`config.mk`:
```
export PLATFORM = sky130hd
export DESIGN_NAME = axi_rr_arbiter_flat
export DESIGN_NICKNAME = d
export VERILOG_FILES = /design/src/rtl/axi_rr_arbiter_if.sv /design/src/rtl/axi_rr_arbiter.sv /design/src/flat_wrapper.sv
export SDC_FILE = /design/constraint.sdc
export NUM_CORES = 1
export LEC_CHECK = 0
export ABC_CLOCK_PERIOD_IN_PS = 2050
export BUFFER_PORTS_ARGS = -buffer_cell sky130_fd_sc_hd__buf_2
export CORE_AREA = 2 2 243 245
export CTS_CLUSTER_SIZE = 10
export DETAILED_ROUTE_END_ITERATION = 8
export DIE_AREA = 0 0 245 247
export GPL_TIMING_DRIVEN = 0
export SLEW_MARGIN = 40
export SYNTH_ARGS = -nofsm -noshare
export SYNTH_HDL_FRONTEND = slang
export SYNTH_SLANG_ARGS = --single-unit
```
`constraint.sdc`:
```
create_clock -name clk -period 2.05 [get_ports clk]
set_input_delay 0.1025 -clock clk [delete_from_list [all_inputs] [get_ports clk]]
set_output_delay 0.1025 -clock clk [all_outputs]
set_load 0.02 [all_outputs]
```
`src/rtl/axi_rr_arbiter_if.sv`:
```
// Bus bundle for axi_rr_arbiter: upstream per-master (s_*) channels, the single
// downstream slave port (m_*) and the grant status vectors.
interface axi_rr_arbiter_if #(
  parameter int unsigned NUM_MASTERS    = 2,
  parameter int unsigned AXI_DATA_WIDTH = 64,
  parameter int unsigned AXI_ADDR_WIDTH = 32,
  parameter int unsigned AXI_LEN_WIDTH  = 8,
  parameter int unsigned AXI_STRB_WIDTH = AXI_DATA_WIDTH / 8
);
  // upstream masters
  logic [NUM_MASTERS-1:0]                s_ar_valid_i;
  logic [NUM_MASTERS-1:0]                s_ar_ready_o;
  logic [NUM_MASTERS*AXI_ADDR_WIDTH-1:0] s_ar_addr_i;
  logic [NUM_MASTERS*AXI_LEN_WIDTH-1:0]  s_ar_len_i;
  logic [NUM_MASTERS-1:0]                s_r_valid_o;
  logic [NUM_MASTERS-1:0]                s_r_ready_i;
  logic [AXI_DATA_WIDTH-1:0]             s_r_data_o;
  logic [1:0]                            s_r_resp_o;
  logic                                  s_r_last_o;
  logic [NUM_MASTERS-1:0]                s_aw_valid_i;
  logic [NUM_MASTERS-1:0]                s_aw_ready_o;
  logic [NUM_MASTERS*AXI_ADDR_WIDTH-1:0] s_aw_addr_i;
  logic [NUM_MASTERS*AXI_LEN_WIDTH-1:0]  s_aw_len_i;
  logic [NUM_MASTERS-1:0]                s_w_valid_i;
  logic [NUM_MASTERS-1:0]                s_w_ready_o;
  logic [NUM_MASTERS*AXI_DATA_WIDTH-1:0] s_w_data_i;
  logic [NUM_MASTERS*AXI_STRB_WIDTH-1:0] s_w_strb_i;
  logic [NUM_MASTERS-1:0]                s_w_last_i;
  logic [NUM_MASTERS-1:0]                s_b_valid_o;
  logic [NUM_MASTERS-1:0]                s_b_ready_i;
  logic [1:0]                            s_b_resp_o;
  // downstream slave
  logic                                  m_ar_valid_o;
  logic                                  m_ar_ready_i;
  logic [AXI_ADDR_WIDTH-1:0]             m_ar_addr_o;
  logic [AXI_LEN_WIDTH-1:0]              m_ar_len_o;
  logic                                  m_r_valid_i;
  logic                                  m_r_ready_o;
  logic [AXI_DATA_WIDTH-1:0]             m_r_data_i;
  logic [1:0]                            m_r_resp_i;
  logic                                  m_r_last_i;
  logic                                  m_aw_valid_o;
  logic                                  m_aw_ready_i;
  logic [AXI_ADDR_WIDTH-1:0]             m_aw_addr_o;
  logic [AXI_LEN_WIDTH-1:0]              m_aw_len_o;
  logic                                  m_w_valid_o;
  logic                                  m_w_ready_i;
  logic [AXI_DATA_WIDTH-1:0]             m_w_data_o;
  logic [AXI_STRB_WIDTH-1:0]             m_w_strb_o;
  logic                                  m_w_last_o;
  logic                                  m_b_valid_i;
  logic                                  m_b_ready_o;
  logic [1:0]                            m_b_resp_i;
  // status
  logic [NUM_MASTERS-1:0]                rd_grant_o;
  logic [NUM_MASTERS-1:0]                wr_grant_o;

  // the arbiter's own view
  modport slave (
    input  s_ar_valid_i, s_ar_addr_i, s_ar_len_i, s_r_ready_i,
    input  s_aw_valid_i, s_aw_addr_i, s_aw_len_i,
    input  s_w_valid_i, s_w_data_i, s_w_strb_i, s_w_last_i, s_b_ready_i,
    input  m_ar_ready_i, m_r_valid_i, m_r_data_i, m_r_resp_i, m_r_last_i,
    input  m_aw_ready_i, m_w_ready_i, m_b_valid_i, m_b_resp_i,
    output s_ar_ready_o, s_r_valid_o, s_r_data_o, s_r_resp_o, s_r_last_o,
    output s_aw_ready_o, s_w_ready_o, s_b_valid_o, s_b_resp_o,
    output m_ar_valid_o, m_ar_addr_o, m_ar_len_o, m_r_ready_o,
    output m_aw_valid_o, m_aw_addr_o, m_aw_len_o,
    output m_w_valid_o, m_w_data_o, m_w_strb_o, m_w_last_o, m_b_ready_o,
    output rd_grant_o, wr_grant_o
  );

  // the surrounding masters and slave
  modport master (
    output s_ar_valid_i, s_ar_addr_i, s_ar_len_i, s_r_ready_i,
    output s_aw_valid_i, s_aw_addr_i, s_aw_len_i,
    output s_w_valid_i, s_w_data_i, s_w_strb_i, s_w_last_i, s_b_ready_i,
    output m_ar_ready_i, m_r_valid_i, m_r_data_i, m_r_resp_i, m_r_last_i,
    output m_aw_ready_i, m_w_ready_i, m_b_valid_i, m_b_resp_i,
    input  s_ar_ready_o, s_r_valid_o, s_r_data_o, s_r_resp_o, s_r_last_o,
    input  s_aw_ready_o, s_w_ready_o, s_b_valid_o, s_b_resp_o,
    input  m_ar_valid_o, m_ar_addr_o, m_ar_len_o, m_r_ready_o,
    input  m_aw_valid_o, m_aw_addr_o, m_aw_len_o,
    input  m_w_valid_o, m_w_data_o, m_w_strb_o, m_w_last_o, m_b_ready_o,
    input  rd_grant_o, wr_grant_o
  );
endinterface

```
`src/rtl/axi_rr_arbiter.sv`:
```
// N-master to 1-slave AXI arbiter with independent round-robin read and write
// paths; one transaction per path in flight, no beat buffering.
module axi_rr_arbiter #(
  parameter int unsigned NUM_MASTERS    = 2,
  parameter int unsigned AXI_DATA_WIDTH = 64,
  parameter int unsigned AXI_ADDR_WIDTH = 32,
  parameter int unsigned AXI_LEN_WIDTH  = 8,
  parameter int unsigned AXI_STRB_WIDTH = AXI_DATA_WIDTH / 8
) (
  input logic             clk,
  input logic             rst,
  axi_rr_arbiter_if.slave bus
);
  localparam int unsigned N  = NUM_MASTERS;
  localparam int unsigned IW = (N > 1) ? $clog2(N) : 1;
  localparam int unsigned AW = AXI_ADDR_WIDTH;
  localparam int unsigned LW = AXI_LEN_WIDTH;
  localparam int unsigned DW = AXI_DATA_WIDTH;
  localparam int unsigned SW = AXI_STRB_WIDTH;

  typedef logic [IW-1:0] idx_t;
  typedef enum logic [1:0] {RD_IDLE, RD_ADDR, RD_DATA} rd_state_e;
  typedef enum logic [1:0] {WR_IDLE, WR_ADDR, WR_DATA, WR_RESP} wr_state_e;

  // First requester at or above ptr, otherwise wrap to the lowest requester.
  function automatic idx_t rr_pick(input logic [N-1:0] req, input idx_t ptr);
    idx_t hi, lo;
    logic found_hi, found_lo;
    hi = '0; lo = '0; found_hi = 1'b0; found_lo = 1'b0;
    for (int unsigned i = 0; i < N; i++) begin
      if (!found_hi && req[i] && idx_t'(i) >= ptr) begin
        hi = idx_t'(i);
        found_hi = 1'b1;
      end
      if (!found_lo && req[i]) begin
        lo = idx_t'(i);
        found_lo = 1'b1;
      end
    end
    return found_hi ? hi : lo;
  endfunction

  function automatic logic [N-1:0] one_hot(input idx_t idx);
    logic [N-1:0] oh;
    for (int unsigned i = 0; i < N; i++) oh[i] = (idx == idx_t'(i));
    return oh;
  endfunction

  function automatic idx_t rr_next(input idx_t idx);
    return (32'(idx) == N - 1) ? '0 : idx_t'(idx + 1'b1);
  endfunction

  rd_state_e    rd_state_q;
  idx_t         rd_owner_q, rd_ptr_q, rd_pick_d;
  logic [N-1:0] rd_grant_q;
  wr_state_e    wr_state_q;
  idx_t         wr_owner_q, wr_ptr_q, wr_pick_d;
  logic [N-1:0] wr_grant_q;

  logic          ar_valid_sel, r_ready_sel, aw_valid_sel, w_valid_sel, w_last_sel, b_ready_sel;
  logic [AW-1:0] ar_addr_sel, aw_addr_sel;
  logic [LW-1:0] ar_len_sel, aw_len_sel;
  logic [DW-1:0] w_data_sel;
  logic [SW-1:0] w_strb_sel;

  assign rd_pick_d = rr_pick(bus.s_ar_valid_i, rd_ptr_q);
  assign wr_pick_d = rr_pick(bus.s_aw_valid_i, wr_ptr_q);

  always_comb begin
    ar_valid_sel = 1'b0;
    ar_addr_sel  = '0;
    ar_len_sel   = '0;
    r_ready_sel  = 1'b0;
    for (int unsigned i = 0; i < N; i++) begin
      if (rd_owner_q == idx_t'(i)) begin
        ar_valid_sel = bus.s_ar_valid_i[i];
        ar_addr_sel  = bus.s_ar_addr_i[i*AW +: AW];
        ar_len_sel   = bus.s_ar_len_i[i*LW +: LW];
        r_ready_sel  = bus.s_r_ready_i[i];
      end
    end
  end

  always_comb begin
    aw_valid_sel = 1'b0;
    aw_addr_sel  = '0;
    aw_len_sel   = '0;
    w_valid_sel  = 1'b0;
    w_last_sel   = 1'b0;
    w_data_sel   = '0;
    w_strb_sel   = '0;
    b_ready_sel  = 1'b0;
    for (int unsigned i = 0; i < N; i++) begin
      if (wr_owner_q == idx_t'(i)) begin
        aw_valid_sel = bus.s_aw_valid_i[i];
        aw_addr_sel  = bus.s_aw_addr_i[i*AW +: AW];
        aw_len_sel   = bus.s_aw_len_i[i*LW +: LW];
        w_valid_sel  = bus.s_w_valid_i[i];
        w_last_sel   = bus.s_w_last_i[i];
        w_data_sel   = bus.s_w_data_i[i*DW +: DW];
        w_strb_sel   = bus.s_w_strb_i[i*SW +: SW];
        b_ready_sel  = bus.s_b_ready_i[i];
      end
    end
  end

  // Grant vector doubles as the per-master mask for the upstream valid/ready.
  assign bus.m_ar_valid_o = (rd_state_q == RD_ADDR) & ar_valid_sel;
  assign bus.m_ar_addr_o  = ar_addr_sel;
  assign bus.m_ar_len_o   = ar_len_sel;
  assign bus.s_ar_ready_o = (rd_state_q == RD_ADDR && bus.m_ar_ready_i) ? rd_grant_q : '0;
  assign bus.m_r_ready_o  = (rd_state_q == RD_DATA) & r_ready_sel;
  assign bus.s_r_valid_o  = (rd_state_q == RD_DATA && bus.m_r_valid_i) ? rd_grant_q : '0;
  assign bus.s_r_data_o   = bus.m_r_data_i;
  assign bus.s_r_resp_o   = bus.m_r_resp_i;
  assign bus.s_r_last_o   = bus.m_r_last_i;
  assign bus.rd_grant_o   = rd_grant_q;

  assign bus.m_aw_valid_o = (wr_state_q == WR_ADDR) & aw_valid_sel;
  assign bus.m_aw_addr_o  = aw_addr_sel;
  assign bus.m_aw_len_o   = aw_len_sel;
  assign bus.s_aw_ready_o = (wr_state_q == WR_ADDR && bus.m_aw_ready_i) ? wr_grant_q : '0;
  assign bus.m_w_valid_o  = (wr_state_q == WR_DATA) & w_valid_sel;
  assign bus.m_w_data_o   = w_data_sel;
  assign bus.m_w_strb_o   = w_strb_sel;
  assign bus.m_w_last_o   = w_last_sel;
  assign bus.s_w_ready_o  = (wr_state_q == WR_DATA && bus.m_w_ready_i) ? wr_grant_q : '0;
  assign bus.m_b_ready_o  = (wr_state_q == WR_RESP) & b_ready_sel;
  assign bus.s_b_valid_o  = (wr_state_q == WR_RESP && bus.m_b_valid_i) ? wr_grant_q : '0;
  assign bus.s_b_resp_o   = bus.m_b_resp_i;
  assign bus.wr_grant_o   = wr_grant_q;

  always_ff @(posedge clk) begin
    if (rst) begin
      rd_state_q <= RD_IDLE;
      rd_owner_q <= '0;
      rd_ptr_q   <= '0;
      rd_grant_q <= '0;
    end else begin
      case (rd_state_q)
        RD_IDLE: if (|bus.s_ar_valid_i) begin
          rd_owner_q <= rd_pick_d;
          rd_grant_q <= one_hot(rd_pick_d);
          rd_state_q <= RD_ADDR;
        end
        RD_ADDR: if (bus.m_ar_valid_o && bus.m_ar_ready_i) rd_state_q <= RD_DATA;
        RD_DATA: if (bus.m_r_valid_i && bus.m_r_ready_o && bus.m_r_last_i) begin
          rd_ptr_q   <= rr_next(rd_owner_q);
          rd_grant_q <= '0;
          rd_state_q <= RD_IDLE;
        end
        default: rd_state_q <= RD_IDLE;
      endcase
    end
  end

  always_ff @(posedge clk) begin
    if (rst) begin
      wr_state_q <= WR_IDLE;
      wr_owner_q <= '0;
      wr_ptr_q   <= '0;
      wr_grant_q <= '0;
    end else begin
      case (wr_state_q)
        WR_IDLE: if (|bus.s_aw_valid_i) begin
          wr_owner_q <= wr_pick_d;
          wr_grant_q <= one_hot(wr_pick_d);
          wr_state_q <= WR_ADDR;
        end
        WR_ADDR: if (bus.m_aw_valid_o && bus.m_aw_ready_i) wr_state_q <= WR_DATA;
        WR_DATA: if (bus.m_w_valid_o && bus.m_w_ready_i && w_last_sel) wr_state_q <= WR_RESP;
        WR_RESP: if (bus.m_b_valid_i && bus.m_b_ready_o) begin
          wr_ptr_q   <= rr_next(wr_owner_q);
          wr_grant_q <= '0;
          wr_state_q <= WR_IDLE;
        end
        default: wr_state_q <= WR_IDLE;
      endcase
    end
  end
endmodule

```
`src/flat_wrapper.sv`:
```
// flat-port wrapper written by rule: the top's interface ports become plain ports
module axi_rr_arbiter_flat 
#(
  parameter int unsigned NUM_MASTERS    = 2,
  parameter int unsigned AXI_DATA_WIDTH = 64,
  parameter int unsigned AXI_ADDR_WIDTH = 32,
  parameter int unsigned AXI_LEN_WIDTH  = 8,
  parameter int unsigned AXI_STRB_WIDTH = AXI_DATA_WIDTH / 8
)
  (clk, rst, bus_s_ar_valid_i, bus_s_ar_addr_i, bus_s_ar_len_i, bus_s_r_ready_i, bus_s_aw_valid_i, bus_s_aw_addr_i, bus_s_aw_len_i, bus_s_w_valid_i, bus_s_w_data_i, bus_s_w_strb_i, bus_s_w_last_i, bus_s_b_ready_i, bus_m_ar_ready_i, bus_m_r_valid_i, bus_m_r_data_i, bus_m_r_resp_i, bus_m_r_last_i, bus_m_aw_ready_i, bus_m_w_ready_i, bus_m_b_valid_i, bus_m_b_resp_i, bus_s_ar_ready_o, bus_s_r_valid_o, bus_s_r_data_o, bus_s_r_resp_o, bus_s_r_last_o, bus_s_aw_ready_o, bus_s_w_ready_o, bus_s_b_valid_o, bus_s_b_resp_o, bus_m_ar_valid_o, bus_m_ar_addr_o, bus_m_ar_len_o, bus_m_r_ready_o, bus_m_aw_valid_o, bus_m_aw_addr_o, bus_m_aw_len_o, bus_m_w_valid_o, bus_m_w_data_o, bus_m_w_strb_o, bus_m_w_last_o, bus_m_b_ready_o, bus_rd_grant_o, bus_wr_grant_o);
  axi_rr_arbiter_if #(.NUM_MASTERS(NUM_MASTERS), .AXI_DATA_WIDTH(AXI_DATA_WIDTH), .AXI_ADDR_WIDTH(AXI_ADDR_WIDTH), .AXI_LEN_WIDTH(AXI_LEN_WIDTH), .AXI_STRB_WIDTH(AXI_STRB_WIDTH)) bus_i ();
  input logic clk;
  input logic rst;
  input wire logic [$bits(bus_i.s_ar_valid_i)-1:0] bus_s_ar_valid_i;
  input wire logic [$bits(bus_i.s_ar_addr_i)-1:0] bus_s_ar_addr_i;
  input wire logic [$bits(bus_i.s_ar_len_i)-1:0] bus_s_ar_len_i;
  input wire logic [$bits(bus_i.s_r_ready_i)-1:0] bus_s_r_ready_i;
  input wire logic [$bits(bus_i.s_aw_valid_i)-1:0] bus_s_aw_valid_i;
  input wire logic [$bits(bus_i.s_aw_addr_i)-1:0] bus_s_aw_addr_i;
  input wire logic [$bits(bus_i.s_aw_len_i)-1:0] bus_s_aw_len_i;
  input wire logic [$bits(bus_i.s_w_valid_i)-1:0] bus_s_w_valid_i;
  input wire logic [$bits(bus_i.s_w_data_i)-1:0] bus_s_w_data_i;
  input wire logic [$bits(bus_i.s_w_strb_i)-1:0] bus_s_w_strb_i;
  input wire logic [$bits(bus_i.s_w_last_i)-1:0] bus_s_w_last_i;
  input wire logic [$bits(bus_i.s_b_ready_i)-1:0] bus_s_b_ready_i;
  input wire logic [$bits(bus_i.m_ar_ready_i)-1:0] bus_m_ar_ready_i;
  input wire logic [$bits(bus_i.m_r_valid_i)-1:0] bus_m_r_valid_i;
  input wire logic [$bits(bus_i.m_r_data_i)-1:0] bus_m_r_data_i;
  input wire logic [$bits(bus_i.m_r_resp_i)-1:0] bus_m_r_resp_i;
  input wire logic [$bits(bus_i.m_r_last_i)-1:0] bus_m_r_last_i;
  input wire logic [$bits(bus_i.m_aw_ready_i)-1:0] bus_m_aw_ready_i;
  input wire logic [$bits(bus_i.m_w_ready_i)-1:0] bus_m_w_ready_i;
  input wire logic [$bits(bus_i.m_b_valid_i)-1:0] bus_m_b_valid_i;
  input wire logic [$bits(bus_i.m_b_resp_i)-1:0] bus_m_b_resp_i;
  output wire logic [$bits(bus_i.s_ar_ready_o)-1:0] bus_s_ar_ready_o;
  output wire logic [$bits(bus_i.s_r_valid_o)-1:0] bus_s_r_valid_o;
  output wire logic [$bits(bus_i.s_r_data_o)-1:0] bus_s_r_data_o;
  output wire logic [$bits(bus_i.s_r_resp_o)-1:0] bus_s_r_resp_o;
  output wire logic [$bits(bus_i.s_r_last_o)-1:0] bus_s_r_last_o;
  output wire logic [$bits(bus_i.s_aw_ready_o)-1:0] bus_s_aw_ready_o;
  output wire logic [$bits(bus_i.s_w_ready_o)-1:0] bus_s_w_ready_o;
  output wire logic [$bits(bus_i.s_b_valid_o)-1:0] bus_s_b_valid_o;
  output wire logic [$bits(bus_i.s_b_resp_o)-1:0] bus_s_b_resp_o;
  output wire logic [$bits(bus_i.m_ar_valid_o)-1:0] bus_m_ar_valid_o;
  output wire logic [$bits(bus_i.m_ar_addr_o)-1:0] bus_m_ar_addr_o;
  output wire logic [$bits(bus_i.m_ar_len_o)-1:0] bus_m_ar_len_o;
  output wire logic [$bits(bus_i.m_r_ready_o)-1:0] bus_m_r_ready_o;
  output wire logic [$bits(bus_i.m_aw_valid_o)-1:0] bus_m_aw_valid_o;
  output wire logic [$bits(bus_i.m_aw_addr_o)-1:0] bus_m_aw_addr_o;
  output wire logic [$bits(bus_i.m_aw_len_o)-1:0] bus_m_aw_len_o;
  output wire logic [$bits(bus_i.m_w_valid_o)-1:0] bus_m_w_valid_o;
  output wire logic [$bits(bus_i.m_w_data_o)-1:0] bus_m_w_data_o;
  output wire logic [$bits(bus_i.m_w_strb_o)-1:0] bus_m_w_strb_o;
  output wire logic [$bits(bus_i.m_w_last_o)-1:0] bus_m_w_last_o;
  output wire logic [$bits(bus_i.m_b_ready_o)-1:0] bus_m_b_ready_o;
  output wire logic [$bits(bus_i.rd_grant_o)-1:0] bus_rd_grant_o;
  output wire logic [$bits(bus_i.wr_grant_o)-1:0] bus_wr_grant_o;
  assign bus_i.s_ar_valid_i = bus_s_ar_valid_i;
  assign bus_i.s_ar_addr_i = bus_s_ar_addr_i;
  assign bus_i.s_ar_len_i = bus_s_ar_len_i;
  assign bus_i.s_r_ready_i = bus_s_r_ready_i;
  assign bus_i.s_aw_valid_i = bus_s_aw_valid_i;
  assign bus_i.s_aw_addr_i = bus_s_aw_addr_i;
  assign bus_i.s_aw_len_i = bus_s_aw_len_i;
  assign bus_i.s_w_valid_i = bus_s_w_valid_i;
  assign bus_i.s_w_data_i = bus_s_w_data_i;
  assign bus_i.s_w_strb_i = bus_s_w_strb_i;
  assign bus_i.s_w_last_i = bus_s_w_last_i;
  assign bus_i.s_b_ready_i = bus_s_b_ready_i;
  assign bus_i.m_ar_ready_i = bus_m_ar_ready_i;
  assign bus_i.m_r_valid_i = bus_m_r_valid_i;
  assign bus_i.m_r_data_i = bus_m_r_data_i;
  assign bus_i.m_r_resp_i = bus_m_r_resp_i;
  assign bus_i.m_r_last_i = bus_m_r_last_i;
  assign bus_i.m_aw_ready_i = bus_m_aw_ready_i;
  assign bus_i.m_w_ready_i = bus_m_w_ready_i;
  assign bus_i.m_b_valid_i = bus_m_b_valid_i;
  assign bus_i.m_b_resp_i = bus_m_b_resp_i;
  assign bus_s_ar_ready_o = bus_i.s_ar_ready_o;
  assign bus_s_r_valid_o = bus_i.s_r_valid_o;
  assign bus_s_r_data_o = bus_i.s_r_data_o;
  assign bus_s_r_resp_o = bus_i.s_r_resp_o;
  assign bus_s_r_last_o = bus_i.s_r_last_o;
  assign bus_s_aw_ready_o = bus_i.s_aw_ready_o;
  assign bus_s_w_ready_o = bus_i.s_w_ready_o;
  assign bus_s_b_valid_o = bus_i.s_b_valid_o;
  assign bus_s_b_resp_o = bus_i.s_b_resp_o;
  assign bus_m_ar_valid_o = bus_i.m_ar_valid_o;
  assign bus_m_ar_addr_o = bus_i.m_ar_addr_o;
  assign bus_m_ar_len_o = bus_i.m_ar_len_o;
  assign bus_m_r_ready_o = bus_i.m_r_ready_o;
  assign bus_m_aw_valid_o = bus_i.m_aw_valid_o;
  assign bus_m_aw_addr_o = bus_i.m_aw_addr_o;
  assign bus_m_aw_len_o = bus_i.m_aw_len_o;
  assign bus_m_w_valid_o = bus_i.m_w_valid_o;
  assign bus_m_w_data_o = bus_i.m_w_data_o;
  assign bus_m_w_strb_o = bus_i.m_w_strb_o;
  assign bus_m_w_last_o = bus_i.m_w_last_o;
  assign bus_m_b_ready_o = bus_i.m_b_ready_o;
  assign bus_rd_grant_o = bus_i.rd_grant_o;
  assign bus_wr_grant_o = bus_i.wr_grant_o;
  axi_rr_arbiter #(.NUM_MASTERS(NUM_MASTERS), .AXI_DATA_WIDTH(AXI_DATA_WIDTH), .AXI_ADDR_WIDTH(AXI_ADDR_WIDTH), .AXI_LEN_WIDTH(AXI_LEN_WIDTH), .AXI_STRB_WIDTH(AXI_STRB_WIDTH)) u_core (.clk(clk), .rst(rst), .bus(bus_i));
endmodule
```
Yosys cells after proc, flatten, opt, wreduce, memory -nomap -nowiden
Cells that the tools add are included.
{"block": "op_classes", "add_sub_neg": 2, "magnitude_cmp": 4, "n_eq_ne": 12, "n_mux": 44, "bitwise": 7, "reduce_logical": 38}
{"op": "$mux W32", "count": 2}
{"op": "$mux W64", "count": 1}
{"op": "$mux W2", "count": 14}
{"op": "$mux W8", "count": 3}
{"op": "$logic_and A1 B1 Y1", "count": 20}
{"op": "$mux W1", "count": 20}
{"op": "$ne A2 B2 Y1 const B", "count": 5}
{"op": "$reduce_and A3 Y1", "count": 3}
{"op": "$pmux W2 S2", "count": 2}
{"op": "$pmux W2 S4", "count": 1}
{"op": "$reduce_and A2 Y1", "count": 4}
{"op": "$eq A2 B2 Y1 const B", "count": 3}
{"op": "$pmux W2 S3", "count": 1}
{"op": "$and A1 B1 Y1", "count": 5}
{"op": "$eq A2 B1 Y1 const B", "count": 2}
{"op": "$ge A1 B1 Y1 const A", "count": 4}
{"op": "$logic_not A1 Y1", "count": 4}
{"op": "$logic_not A2 Y1", "count": 2}
{"op": "$ne A2 B1 Y1 const B", "count": 2}
{"op": "$reduce_and A4 Y1", "count": 1}
{"op": "$reduce_bool A2 Y1", "count": 2}
{"op": "$reduce_or A2 Y1", "count": 2}
{"op": "$add A1 B1 Y1 const B", "count": 2}
{"op": "$not A1 Y1", "count": 2}
{"block": "word_totals", "register_bits": 12, "inputBits": 392, "output_inout_bits": 241, "elab_cells": 115}

Logic depth before layout (Yosys ltp)
{"block": "depth", "word_depth": 11, "mapped_depth": 6, "ltp_nobuf": 5}

Least setup slack after synthesis
Ideal clock, no wire load.
{"block": "synth_timing", "path_kind": "register to register", "from": "reg u_core.wr_state_q[0]", "to": "reg u_core.wr_state_q[0]", "setup_ps": 131, "arrival_ps": 1427, "required_time_ps": 1919, "slack_ps": 492, "stages_incl_launch_ff": 7, "path_buffers": 1, "period_less_slack_ps": 1558, "path_cell_list": "dfxtp_1 ha_1 clkbuf_1 nor2b_1 a221o_1 nor4b_1 nor3_1"}
{"block": "synth_between", "elab_chain_len": 6, "word_cells_on_any_way": 17, "cone_classes": "eq/ne (7); mux (1); bitwise (3); reduce/logical (6)"}
{"item": "start, declared", "line_no": "axi_rr_arbiter.sv:56", "source": "wr_state_e wr_state_q;"}
{"item": "start signal, assigned", "line_no": "axi_rr_arbiter.sv:159", "source": "wr_state_q <= WR_IDLE;"}
{"item": "start signal, assigned", "line_no": "axi_rr_arbiter.sv:168", "source": "wr_state_q <= WR_ADDR;"}
{"item": "start signal, assigned", "line_no": "axi_rr_arbiter.sv:170", "source": "WR_ADDR: if (bus.m_aw_valid_o && bus.m_aw_ready_i) wr_state_q <= WR_DATA;"}
{"item": "$eq A2 B2 Y1", "line_no": "axi_rr_arbiter.sv:123, axi_rr_arbiter.sv:164"}
{"item": "$and A1 B1 Y1", "line_no": "axi_rr_arbiter.sv:123", "source": "assign bus.m_w_valid_o = (wr_state_q == WR_DATA) & w_valid_sel;"}
{"item": "$logic_and A1 B1 Y1 (2 in series)", "line_no": "axi_rr_arbiter.sv:171", "source": "WR_DATA: if (bus.m_w_valid_o && bus.m_w_ready_i && w_last_sel) wr_state_q <= WR_RESP;"}
{"item": "$ne A2 B2 Y1 (no source line)"}
{"item": "$reduce_and A4 Y1 (no source line)"}
Several ways; a longest one is shown, not always the timed one.
A chain may end at the register's enable or synchronous reset.

Final worst setup path
{"block": "layout_timing", "from": "reg u_core.rd_owner_q", "to": "out bus_m_ar_addr_o[29]"}
{"block": "layout_between", "elab_chain_len": 1}
{"item": "start, declared", "line_no": "axi_rr_arbiter.sv:54", "source": "idx_t rd_owner_q, rd_ptr_q, rd_pick_d;"}
{"item": "start signal, assigned", "line_no": "axi_rr_arbiter.sv:142", "source": "rd_owner_q <= rd_pick_d;"}
{"item": "$mux W32", "line_no": "axi_rr_arbiter.sv:75", "source": "if (rd_owner_q == idx_t'(i)) begin"}
{"item": "end, declared", "line_no": "flat_wrapper.sv:45", "source": "output wire logic [$bits(bus_i.m_ar_addr_o)-1:0] bus_m_ar_addr_o;"}
Every way passes these cells.

==> reports/metrics.yaml <==
rows: 89
drive_gt1_share_pct: 88.77
cap_violations: 0
cts_tree: "done"
yosysSeqAreaShare_pct: 7.761
area_delta_synth_final_pct: 125.9
viasPerCell: 2.872
place_hpwl_mm: 22.13
grt_pass1_wl_mm: 28.59
gr-total-overflow: 0
async_flop_share_pct: 0
hold_start: "bus_s_ar_valid_i[0]"
cp_data_arrival_time_ns: 1.85
setup_tns_ns: 0
synth_top_family_by_area: "multiplexers"
crit_type: "reg2out"
hold_end: "u_core.bus.rd_grant_o[0]"
max_freq_mhz: 511.5
htree_levels: 1
synthXorXnorAreaFrac_pct: 0
clk_path_buf_depth: 2
place_ws_ns: 0.1080
final_common_cell: "buf_2"
dieWidth_um: 245
synthMuxAreaShare_pct: 57.68
ys_ff_latch: 12
path_clk_slew_ns: 0.05
cp-start-kind: "flip-flop"
grt_max_degree: 11
timing.final.ws_setup_ns: 0.09515
mostFrequentLayoutCells: "buf_2, mux2_2, buf_4"
ys.flop_type: "dfxtp_1"
cp_max_fo: 10
first_iter_violations: 100
finClkSkew_ns: 0.0005898
avgSynthCellArea_um2: 9.324
gp_congestion: 0.9284
ys_warn_count: 0
ios: 633
root_buffer: "clkbuf_16"
leakage_nw: 3.587
ir_drop_v: 0.0002738
ys_types: 36
vias: 4819
cp.required_ns: 1.95
final_max_slew_viol_count: 0
cp-end-kind: "output pin"
max_slew.worst_pin.slew_ns: 0.5611
r2r_cells: 6
netlist_area_um2: 3095
status: "finished, final reports clean"
postCtsSetupRepairBufs: 0
finalCriticalPeriod_ns: 1.955
start_util_pct: 5.315
rsz0062_at_grt: "false"
synthAdderAreaFrac_pct: 1.617
holdWs_ns: 0.1429
antenna_found_initial: 19
r2r_slack_ns: 0.34
yosys.area_share.simple_pct: 7.114
dieArea_um2: 60520
wl_per_cell_um: 14.15
syn_nets: 728
wirelength_mm: 23.75
hold_violations: 0
die_h_um: 247
setup_violations: 0
cts-buffers-inserted: 3
grt_usage_pct: 6.823
clock_sinks: 12
relSlewSlack_pct: 62.59
grt_pass1_vias: 4316
power_w: 0.003555
postRouteAntennaNets: 0
clock_latency_ns: 0.26
final-seq-area_um2: 240.2
core_um2: 58240
hold_class: "in2reg"
period_share_pct: 95.36
synth-compound-area-share_pct: 5.133
fill_cells: 6728
drc_errors: 0
reg2reg_from: "u_core.wr_state_q[0]"
power.density_nw_per_um2: 508.5
drtPass1Iterations: 4
timing.rr.end: "u_core.wr_state_q[0]"
ctsHoldBuffers: 0
io_buffers: 564
synth_edf_count: 0
min_path_cells: 3
multiInputGateArea_um2: 2215
netlist_instances: 332
nNetsFinal: 1297
worst max-delay path by stage:
stage	startpoint	endpoint	cells past startpoint
global route	u_core.wr_owner_q	bus_m_aw_len_o[5]	5
finish	u_core.rd_owner_q	bus_m_ar_addr_o[29]	4
CTS	u_core.wr_owner_q	bus_m_w_data_o[29]	5
global placement	u_core.wr_owner_q	bus_m_w_strb_o[5]	4
detailed placement	u_core.wr_owner_q	bus_m_w_strb_o[5]	4
floorplan	u_core.wr_state_q[0]	u_core.wr_state_q[0]	6
state kept, by name, summed over array words and instances (netlist names):
| signal | cells |
|---|---|
| u_core.bus.rd_grant_o | 2 |
| u_core.wr_state_q | 2 |
| u_core.rd_state_q | 2 |
| u_core.wr_owner_q | 1 |
| u_core.rd_ptr_q | 1 |
| u_core.wr_ptr_q | 1 |
| u_core.bus.wr_grant_o | 2 |
| u_core.rd_owner_q | 1 |
area by class of cell:
class	instances	share of cell area [%]
Timing Repair Buffer	564	40.37
Multi-Input combinational cell	224	31.67
Tap cell	773	13.83
Buffer	89	9.019
Sequential cell	12	3.436
Clock buffer	3	1.074
Inverter	7	0.3758
Antenna cell	6	0.2147
routing by layer:
metal | up-vias | wire (um) | GRT usage (%)
li1 | 2261 | - | -
met1 | 2078 | 8576 | 7.283
met2 | 421 | 11020 | 11.85
met3 | 57 | 2520 | 1.736
met4 | 2 | 1630 | 4.645
met5 | - | 7 | 0
logic make-up (layout without fill, tap and decap cells):
| kind of cell | count (synthesis) | count (layout) |
|---|---|---|
| fa+ha+maj | 4 | 4 |
| compound gates | 21 | 21 |
| buf+inv | 96 | 663 |
| flops | 12 | 12 |
| mux | 159 | 159 |
| other cells | 0 | 6 |
| simple gates | 40 | 40 |
critical path: stages, from the launching register on:
cell,delay (ns)
dfxtp_1,0.30
clkbuf_1,0.37
buf_2,0.35
mux2_2,0.38
buf_2,0.19
cell usage after synthesis (4+ instances only):
| library cell | number | area (um2) |
|---|---|---|
| mux2_2 | 144 | 1622 |
| buf_4 | 69 | 518.0 |
| dfxtp_1 | 12 | 240.2 |
| buf_2 | 11 | 55.05 |
| and3_1 | 10 | 62.56 |
| nor2b_1 | 9 | 56.30 |
| clkbuf_1 | 8 | 30.03 |
| mux2_1 | 8 | 90.09 |
| inv_1 | 7 | 26.28 |
| nor2_1 | 7 | 26.28 |
| mux2i_1 | 6 | 60.06 |
| a21oi_1 | 5 | 25.02 |
| nand2_1 | 5 | 18.77 |
| ha_1 | 4 | 50.05 |
repair_timing:
| action | in CTS | in global routing |
|---|---|---|
| endpoints found under the setup margin | 71 | 5 |
| pin swaps | 0 | 0 |
| resized for setup | 4 | 3 |
report_power, final:
| part | leakage [nW] | switching [W] | internal [W] |
|---|---|---|---|
| combinational | 3.45 | 0.00159 | 0.00123 |
| sequential | 0.0988 | 0.0000590 | 0.000281 |
| clock | 0.0370 | 0.000139 | 0.000257 |
| total | 3.59 | 0.00179 | 0.00177 |
metrics by stage:
step | area, um2 | instances | utilization [%]
6_report | 6992 | 1678 | 12.01
5_1_grt | 6989 | 1677 | 12.00
4_1_cts | 6969 | 1672 | 11.97
3_5_place_dp | 6887 | 1669 | 11.82
3_3_place_gp | 6885 | 1669 | 11.82
2_1_floorplan | 3095 | 332 | -
Power figures use the tool's default switching activity.
